### config.mk
export PLATFORM = sky130hd
export DESIGN_NAME = ram_access_scheduler
export DESIGN_NICKNAME = d
export VERILOG_FILES = /design/src/rtl/ram_access_scheduler_pkg.sv /design/src/rtl/ram_byte_sequencer.sv /design/src/rtl/ram_access_scheduler.sv
export SDC_FILE = /design/constraint.sdc
export NUM_CORES = 1
export LEC_CHECK = 0
export ABC_AREA = 1
export BUFFER_PORTS_ARGS = -buffer_cell sky130_fd_sc_hd__buf_2
export CAP_MARGIN = 20
export CORE_MARGIN = 2
export CORE_UTILIZATION = 50
export DETAILED_ROUTE_END_ITERATION = 8
export GPL_ROUTABILITY_DRIVEN = 0
export HOLD_SLACK_MARGIN = 0.02
export MAX_ROUTING_LAYER = met4
export PLACE_DENSITY = 0.85
export SLEW_MARGIN = 5
export SYNTH_ARGS = -nofsm -noshare
export SYNTH_HDL_FRONTEND = slang
export SYNTH_HIERARCHICAL = 1
export SYNTH_SLANG_ARGS = --single-unit
### constraint.sdc
create_clock -name clk_in -period 2.8 [get_ports clk_in]
set_input_delay 0.7 -clock clk_in [delete_from_list [all_inputs] [get_ports clk_in]]
set_output_delay 0.7 -clock clk_in [all_outputs]
set_load 0.01 [all_outputs]
### src/rtl/ram_access_scheduler_pkg.sv
// Shared encodings for the RAM access scheduler: booleans, access sizes,
// arbiter states and the helpers that size and extend byte-serial accesses.
package ram_access_scheduler_pkg;

  localparam logic TRUE  = 1'b1;
  localparam logic FALSE = 1'b0;

  localparam logic [1:0] SIZE_B = 2'b00;
  localparam logic [1:0] SIZE_H = 2'b01;
  localparam logic [1:0] SIZE_W = 2'b10;

  typedef enum logic [1:0] {
    MS_IDLE  = 2'd0,
    MS_FETCH = 2'd1,
    MS_LOAD  = 2'd2,
    MS_STORE = 2'd3
  } ms_state_e;

  // The unused encoding 2'b11 is treated as a word.
  function automatic logic [2:0] size_bytes(input logic [1:0] size);
    case (size)
      SIZE_B:  return 3'd1;
      SIZE_H:  return 3'd2;
      default: return 3'd4;
    endcase
  endfunction

  function automatic logic [31:0] extend_data(input logic [31:0] raw,
                                              input logic [1:0]  size,
                                              input logic        sgn);
    case (size)
      SIZE_B:  return {{24{sgn & raw[7]}}, raw[7:0]};
      SIZE_H:  return {{16{sgn & raw[15]}}, raw[15:0]};
      default: return raw;
    endcase
  endfunction

endpackage

### src/rtl/ram_byte_sequencer.sv
// Byte-serial engine for the single RAM port: walks base..base+N-1, assembles
// or emits bytes little-endian, and re-synchronises the read pipe after a stall.
module ram_byte_sequencer
  import ram_access_scheduler_pkg::*;
#(
  parameter int ADDR_WIDTH = 17
) (
  input  logic                  clk_in,
  input  logic                  rst_in,
  input  logic                  rdy_in,
  input  logic                  i_start,
  input  logic                  i_abort,
  input  logic                  i_rw,
  input  logic [1:0]            i_size,
  input  logic                  i_signed,
  input  logic [ADDR_WIDTH-1:0] i_base,
  input  logic [31:0]           i_wdata,
  input  logic [7:0]            i_mem_din,
  output logic                  o_mem_wr,
  output logic [ADDR_WIDTH-1:0] o_mem_a,
  output logic [7:0]            o_mem_dout,
  output logic                  o_done,
  output logic [31:0]           o_rdata
);

  logic                  r_active;
  logic                  r_stalled;
  logic [2:0]            r_issue;
  logic [2:0]            r_cap;
  logic                  r_p1;
  logic                  r_p2;
  logic [31:0]           r_buf;
  logic                  r_mem_wr;
  logic [ADDR_WIDTH-1:0] r_mem_a;
  logic [7:0]            r_mem_dout;

  logic [2:0]            w_n;
  logic [2:0]            w_cap_inc;
  logic [31:0]           w_asm;
  logic [7:0]            w_wbyte;
  logic                  w_replay;
  logic                  w_last;

  assign w_n       = size_bytes(i_size);
  assign w_cap_inc = r_cap + 3'd1;
  assign w_asm     = r_buf | ({24'd0, i_mem_din} << {r_cap[1:0], 3'b000});
  assign w_wbyte   = 8'(i_wdata >> {r_issue[1:0], 3'b000});
  // After a stall the read pipe is stale, so the bus re-presents the oldest
  // byte not yet captured; writes simply repeat the byte already on the bus.
  assign w_replay  = r_active & r_stalled & rdy_in & ~i_rw;
  assign w_last    = i_rw ? (r_issue >= w_n) : (r_p2 & (w_cap_inc == w_n));

  assign o_done     = rdy_in & ~i_abort & ~i_start & r_active & ~r_stalled & w_last;
  assign o_rdata    = extend_data(w_asm, i_size, i_signed);
  assign o_mem_wr   = r_mem_wr & rdy_in;
  assign o_mem_a    = w_replay ? (i_base + ADDR_WIDTH'(r_cap)) : r_mem_a;
  assign o_mem_dout = r_mem_dout;

  always_ff @(posedge clk_in) begin
    if (rst_in) begin
      r_active   <= FALSE;
      r_stalled  <= FALSE;
      r_issue    <= 3'd0;
      r_cap      <= 3'd0;
      r_p1       <= FALSE;
      r_p2       <= FALSE;
      r_buf      <= 32'd0;
      r_mem_wr   <= FALSE;
      r_mem_a    <= '0;
      r_mem_dout <= 8'd0;
    end else if (!rdy_in) begin
      if (r_active) r_stalled <= TRUE;
    end else if (i_abort) begin
      r_active  <= FALSE;
      r_stalled <= FALSE;
      r_p1      <= FALSE;
      r_p2      <= FALSE;
      r_mem_wr  <= FALSE;
    end else if (i_start) begin
      r_active   <= TRUE;
      r_stalled  <= FALSE;
      r_cap      <= 3'd0;
      r_issue    <= 3'd1;
      r_p1       <= ~i_rw;
      r_p2       <= FALSE;
      r_buf      <= 32'd0;
      r_mem_a    <= i_base;
      r_mem_wr   <= i_rw;
      r_mem_dout <= i_wdata[7:0];
    end else if (r_active) begin
      if (i_rw) begin
        if (r_stalled) begin
          r_stalled <= FALSE;
        end else if (r_issue < w_n) begin
          r_mem_a    <= i_base + ADDR_WIDTH'(r_issue);
          r_mem_dout <= w_wbyte;
          r_issue    <= r_issue + 3'd1;
        end else begin
          r_mem_wr <= FALSE;
          r_active <= FALSE;
        end
      end else if (r_stalled) begin
        // The replayed address counts as issued on this edge.
        r_stalled <= FALSE;
        r_p2      <= TRUE;
        if (w_cap_inc < w_n) begin
          r_mem_a <= i_base + ADDR_WIDTH'(w_cap_inc);
          r_issue <= w_cap_inc + 3'd1;
          r_p1    <= TRUE;
        end else begin
          r_mem_a <= i_base + ADDR_WIDTH'(r_cap);
          r_issue <= w_n;
          r_p1    <= FALSE;
        end
      end else begin
        if (r_p2) begin
          r_buf <= w_asm;
          r_cap <= w_cap_inc;
          if (w_cap_inc == w_n) r_active <= FALSE;
        end
        r_p2 <= r_p1;
        if (r_issue < w_n) begin
          r_mem_a <= i_base + ADDR_WIDTH'(r_issue);
          r_issue <= r_issue + 3'd1;
          r_p1    <= TRUE;
        end else begin
          r_p1 <= FALSE;
        end
      end
    end
  end

endmodule

### src/rtl/ram_access_scheduler.sv
// Arbiter for the byte-wide RAM port: grants store > load > fetch, drives the
// byte sequencer, and routes done/data back, flushing reads on rollback.
module ram_access_scheduler
  import ram_access_scheduler_pkg::*;
#(
  parameter int ADDR_WIDTH = 17
) (
  input  logic                  clk_in,
  input  logic                  rst_in,
  input  logic                  rdy_in,
  input  logic                  rollback,
  output logic                  mem_wr,
  output logic [ADDR_WIDTH-1:0] mem_a,
  output logic [7:0]            mem_dout,
  input  logic [7:0]            mem_din,
  input  logic                  if_req,
  input  logic [31:0]           if_addr,
  output logic                  if_done,
  output logic [31:0]           if_data,
  input  logic                  ld_req,
  input  logic [31:0]           ld_addr,
  input  logic [1:0]            ld_size,
  input  logic                  ld_signed,
  output logic                  ld_done,
  output logic [31:0]           ld_data,
  input  logic                  st_req,
  input  logic [31:0]           st_addr,
  input  logic [1:0]            st_size,
  input  logic [31:0]           st_data,
  output logic                  st_done,
  output logic                  is_idle,
  output logic [1:0]            o_dbg_state
);

  ms_state_e             r_state;
  logic                  r_start;
  logic                  r_rw;
  logic [1:0]            r_size;
  logic                  r_signed;
  logic [ADDR_WIDTH-1:0] r_base;
  logic [31:0]           r_wdata;
  logic                  r_if_done;
  logic                  r_ld_done;
  logic                  r_st_done;
  logic [31:0]           r_if_data;
  logic [31:0]           r_ld_data;

  logic                  w_seq_done;
  logic [31:0]           w_seq_rdata;
  logic                  w_abort;
  logic                  w_unused_addr;

  // Only reads are flushed; a store that has been granted always completes.
  assign w_abort = rdy_in & rollback & ((r_state == MS_FETCH) | (r_state == MS_LOAD));
  assign w_unused_addr = ^{if_addr[31:ADDR_WIDTH], ld_addr[31:ADDR_WIDTH], st_addr[31:ADDR_WIDTH]};

  ram_byte_sequencer #(
    .ADDR_WIDTH(ADDR_WIDTH)
  ) u_seq (
    .clk_in     (clk_in),
    .rst_in     (rst_in),
    .rdy_in     (rdy_in),
    .i_start    (r_start),
    .i_abort    (w_abort),
    .i_rw       (r_rw),
    .i_size     (r_size),
    .i_signed   (r_signed),
    .i_base     (r_base),
    .i_wdata    (r_wdata),
    .i_mem_din  (mem_din),
    .o_mem_wr   (mem_wr),
    .o_mem_a    (mem_a),
    .o_mem_dout (mem_dout),
    .o_done     (w_seq_done),
    .o_rdata    (w_seq_rdata)
  );

  always_ff @(posedge clk_in) begin
    if (rst_in) begin
      r_state   <= MS_IDLE;
      r_start   <= FALSE;
      r_rw      <= FALSE;
      r_size    <= SIZE_W;
      r_signed  <= FALSE;
      r_base    <= '0;
      r_wdata   <= 32'd0;
      r_if_done <= FALSE;
      r_ld_done <= FALSE;
      r_st_done <= FALSE;
      r_if_data <= 32'd0;
      r_ld_data <= 32'd0;
    end else if (rdy_in) begin
      r_start   <= FALSE;
      r_if_done <= FALSE;
      r_ld_done <= FALSE;
      r_st_done <= FALSE;
      case (r_state)
        MS_IDLE: begin
          if (st_req) begin
            r_state  <= MS_STORE;
            r_start  <= TRUE;
            r_rw     <= TRUE;
            r_size   <= st_size;
            r_signed <= FALSE;
            r_base   <= st_addr[ADDR_WIDTH-1:0];
            r_wdata  <= st_data;
          end else if (!rollback && ld_req) begin
            r_state  <= MS_LOAD;
            r_start  <= TRUE;
            r_rw     <= FALSE;
            r_size   <= ld_size;
            r_signed <= ld_signed;
            r_base   <= ld_addr[ADDR_WIDTH-1:0];
          end else if (!rollback && if_req) begin
            r_state  <= MS_FETCH;
            r_start  <= TRUE;
            r_rw     <= FALSE;
            r_size   <= SIZE_W;
            r_signed <= FALSE;
            r_base   <= if_addr[ADDR_WIDTH-1:0];
          end
        end
        MS_FETCH, MS_LOAD: begin
          if (rollback) begin
            r_state <= MS_IDLE;
          end else if (w_seq_done) begin
            r_state <= MS_IDLE;
            if (r_state == MS_FETCH) begin
              r_if_done <= TRUE;
              r_if_data <= w_seq_rdata;
            end else begin
              r_ld_done <= TRUE;
              r_ld_data <= w_seq_rdata;
            end
          end
        end
        MS_STORE: begin
          if (w_seq_done) begin
            r_state   <= MS_IDLE;
            r_st_done <= TRUE;
          end
        end
        default: r_state <= MS_IDLE;
      endcase
    end
  end

  assign if_done     = r_if_done;
  assign if_data     = r_if_data;
  assign ld_done     = r_ld_done;
  assign ld_data     = r_ld_data;
  assign st_done     = r_st_done;
  assign is_idle     = (r_state == MS_IDLE);
  assign o_dbg_state = r_state;

endmodule

==> flow_summary_export.csv <==
group,metric,value,unit
power_and_ir_drop,p_int,0.004498,W
synthesis,netlist_instances,1599,
detailed_routing,drt_first_iter_violations,1385,
final_layout,final_core_util,61.09,%
synthesis,synth_top_area_share,35.35,%
clock_tree,clk_pin_slew_worst_paths,90,ps
sta,whs,443.6,ps
clock_tree,numCtsBuffers,17,
critical_path,cp-start-kind,"flip-flop",
sta,drv_slew,0,
sta,fmax,357.9,MHz
critical_path,crit_path_end_kind,"output port",
clock_tree,root_buffer,"clkbuf_16",
detailed_routing,post-route-drc-count,0,
global_routing,grt_use_total,28.54,%
placement,portBuffers,198,
power_and_ir_drop,vdd_drop_max,0.3461,mV
detailed_routing,vias_per_cell,5.705,
critical_path,cp.arrival,2090,ps
floorplan,fp-row-count,53,
sta,tns,0,ps
global_routing,grt_pass1_wl,51.18,mm
sta,fin_crit_sh,99.80,%
placement,place_inst,2008,
run,cap_violations,0,
clock_tree,clk-insertion-delay-late,450,ps
synthesis,syn_area,0.01082,sq mm
synthesis,synth_warnings,6,
synthesis,ys_top_cells_by_area,"dfxtp_1, nand2_1, a21oi_1",
final_layout,drive_above_1_share,22.55,%
synthesis,synth_commonest_cells,"nand2_1, dfxtp_1, nor2_1",
outcome,status,"finished clean",
floorplan,ios,244,
synthesis,synth.avg_cell_area,6.765,sq um
hold_path,holdCritPathClass,"flip-flop to flip-flop",
placement,dpl.hpwl,21.84,mm
floorplan,dieArea,0.02283,sq mm
critical_path,endpoint,"mem_a[12]",
detailed_routing,ant_nets,0,
synthesis,syn_nets,1772,
final_layout,finalNetCount,1938,
global_routing,grt_pass1_vias,10750,
sta,setup_violations,0,
floorplan,fp.dieW,151.1,microns
hold_path,worst_hold_startpoint,"ld_data[6]",
global_routing,grt_max_degree,66,
detailed_routing,top_layer_used,"met4",
synthesis,async_flop_share,0,%
global_routing,antenna_found_initial,1,
sta,hold_violations,0,
critical_path,path_max_fanout,6,
power_and_ir_drop,p_sw_share,33.08,%
detailed_routing,num_vias,11720,
clock_tree,cts_tree,"done",
synthesis,synthDistinctLibCells,46,
sta,clock_skew,14.70,ps
power_and_ir_drop,p_comb_share,18.3,%
detailed_routing,wl_per_cell,15.91,microns
power_and_ir_drop,p_switching,0.002224,W
clock_tree,htreeDepth,4,
synthesis,ys_ff_latch,191,
floorplan,die_y,151.1,microns
detailed_routing,wl_met1,13.22,mm
critical_path,worstReg2RegEnd,"if_data[24]",
power_and_ir_drop,powerDensity,520.1,mW/mm^2
clock_tree,ctsHoldBuffers,0,
synthesis,ys.flop_type,"dfxtp_1",
synthesis,yosysMostFrequentCell,"nand2_1",
floorplan,core_region_area,0.02115,sq mm
global_routing,grt-ovfl-total,0,
detailed_routing,route.met2.wl,15.58,mm
power_and_ir_drop,leakagePower,5.741,nW
synthesis,synth_edf_count,0,
critical_path,r2r-start,"u_seq/r_cap[0]",
synthesis,yosysTopAreaCell,"dfxtp_1",
clock_tree,cts.sinks,191,
power_and_ir_drop,power_frac_clock,37.8,%
critical_path,criticalPathCategory,"flip-flop to output port",
critical_path,required,2100,ps
sta,tightest_slew,856.9,ps
power_and_ir_drop,p_seq_share,43.9,%
power_and_ir_drop,finalPower,0.006722,W
detailed_routing,wirelength,32.69,mm
sta,period_minus_slack,2794,ps
sta,rsz0062_at_grt,"yes",
critical_path,crit_start,"u_seq/r_cap[0]",
final_layout,fin_cells,2055,
floorplan,initial_core_util,51.13,%
critical_path,ff2ff_path_depth,14,
detailed_routing,dr.pass1.iters,7,
final_layout,area.growth.synth_to_final,19.48,%
synthesis,synth_seq_area_share,35.35,%
clock_tree,clockBufferDepth,2,
sta,max-slew-margin-rel,42.81,%
detailed_routing,wl_met3,2.873,mm
critical_path,rrSetupSlack,70,ps
final_layout,num-fill-cells,1844,
how the worst min path moves through the flow:
stage,endpoint,slack [ps],cells past startpoint
floorplan,r_wdata[22],440,2
CTS,ld_data[6],450,2
finish,ld_data[6],440,2
global route,ld_data[6],470,2
global placement,ld_data[11],430,2
detailed placement,ld_data[6],430,2
per-layer routing:
metal / vias up / global-route usage (%)
li1: 5640 / -
met1: 5334 / 35.03
met2: 645 / 46.25
met3: 105 / 5.181
met4: 0 / 12.20
met5: - / -
power groups by stage:
stage / Combinational, W / Clock, W / Sequential [W]
final: 0.00123 / 0.00254 / 0.00295
after CTS: 0.00119 / 0.00256 / 0.00294
after floorplan: 0.000829 / 0 / 0.00296
after global routing: 0.00136 / 0.00268 / 0.00296
after global placement: 0.00112 / 0 / 0.00299
after detailed placement: 0.00115 / 0 / 0.00300
kinds of logic after synthesis:
group,count (synthesis),synth area share (%)
xor gates and xnor gates,17,1.376
adders and majority gates,25,3.100
AOI/OAI and AO/OA,416,21.99
buffers and inverters,231,9.543
and+or+nand+nor,719,28.64
DFF,191,35.35
area by class of cell:
class	count	area [sq um]	share of cell area [%]
well taps	275	344.1	2.662
clock inverters	15	193.9	1.501
diodes	2	5.005	0.03873
repair buffers	253	1529	11.83
multi-input cells	1177	6108	47.27
inverters	125	470.5	3.640
clock buffers	17	425.4	3.292
flip-flops and latches	191	3847	29.77
cell usage in the layout (no fill, tap or decap), types with 17 or more instances in the layout:
cell type,n
buf_4,46
ha_1,19
clkbuf_16,17
a21oi_1,161
a31oi_1,19
inv_1,103
nor2_1,187
dfxtp_1,178
nand3_1,149
o21ai_0,128
inv_2,20
buf_2,198
nand2_1,331
o21ai_1,46
critical path, cell delays in order (launching register included):
cell and delay [ps]:
dfxtp_4 370, ha_4 170, fa_2 370, nand3_2 100
nand2_4 90, nand3_2 80, xor2_1 180, nand2_1 70
nand2_1 100, buf_2 140
sequential cells by signal, summed over array words and instances (netlist names):
register	flops
u_seq/r_issue	3
o_dbg_state	2
u_seq/r_p1	1
r_wdata	32
r_base	17
r_start	1
st_done	1
ld_done	1
u_seq/r_cap	3
if_done	1
u_seq/o_mem_dout	8
u_seq/r_mem_a	17
u_seq/r_mem_wr	1
u_seq/r_active	1
u_seq/r_p2	1
r_signed	1
u_seq/r_buf	32
r_size	2
r_rw	1
ld_data	32
if_data	32
u_seq/r_stalled	1
what timing repair did:
item,CTS,global route
setup buffers,11,1
endpoints found under the setup margin,14,79
resized for setup,27,35
gates cloned,1,0
pin swaps,9,6
metrics by stage:
stage / setup WS, ps / instance area (sq um)
2_1_floorplan: 36.87 / 10820
3_3_place_gp: 166.7 / 12000
3_5_place_dp: 101.0 / 12000
4_1_cts: 1.317 / 12850
5_1_grt: -56.62 / 12920
6_report: 5.701 / 12920
Power figures use the tool's default switching activity.
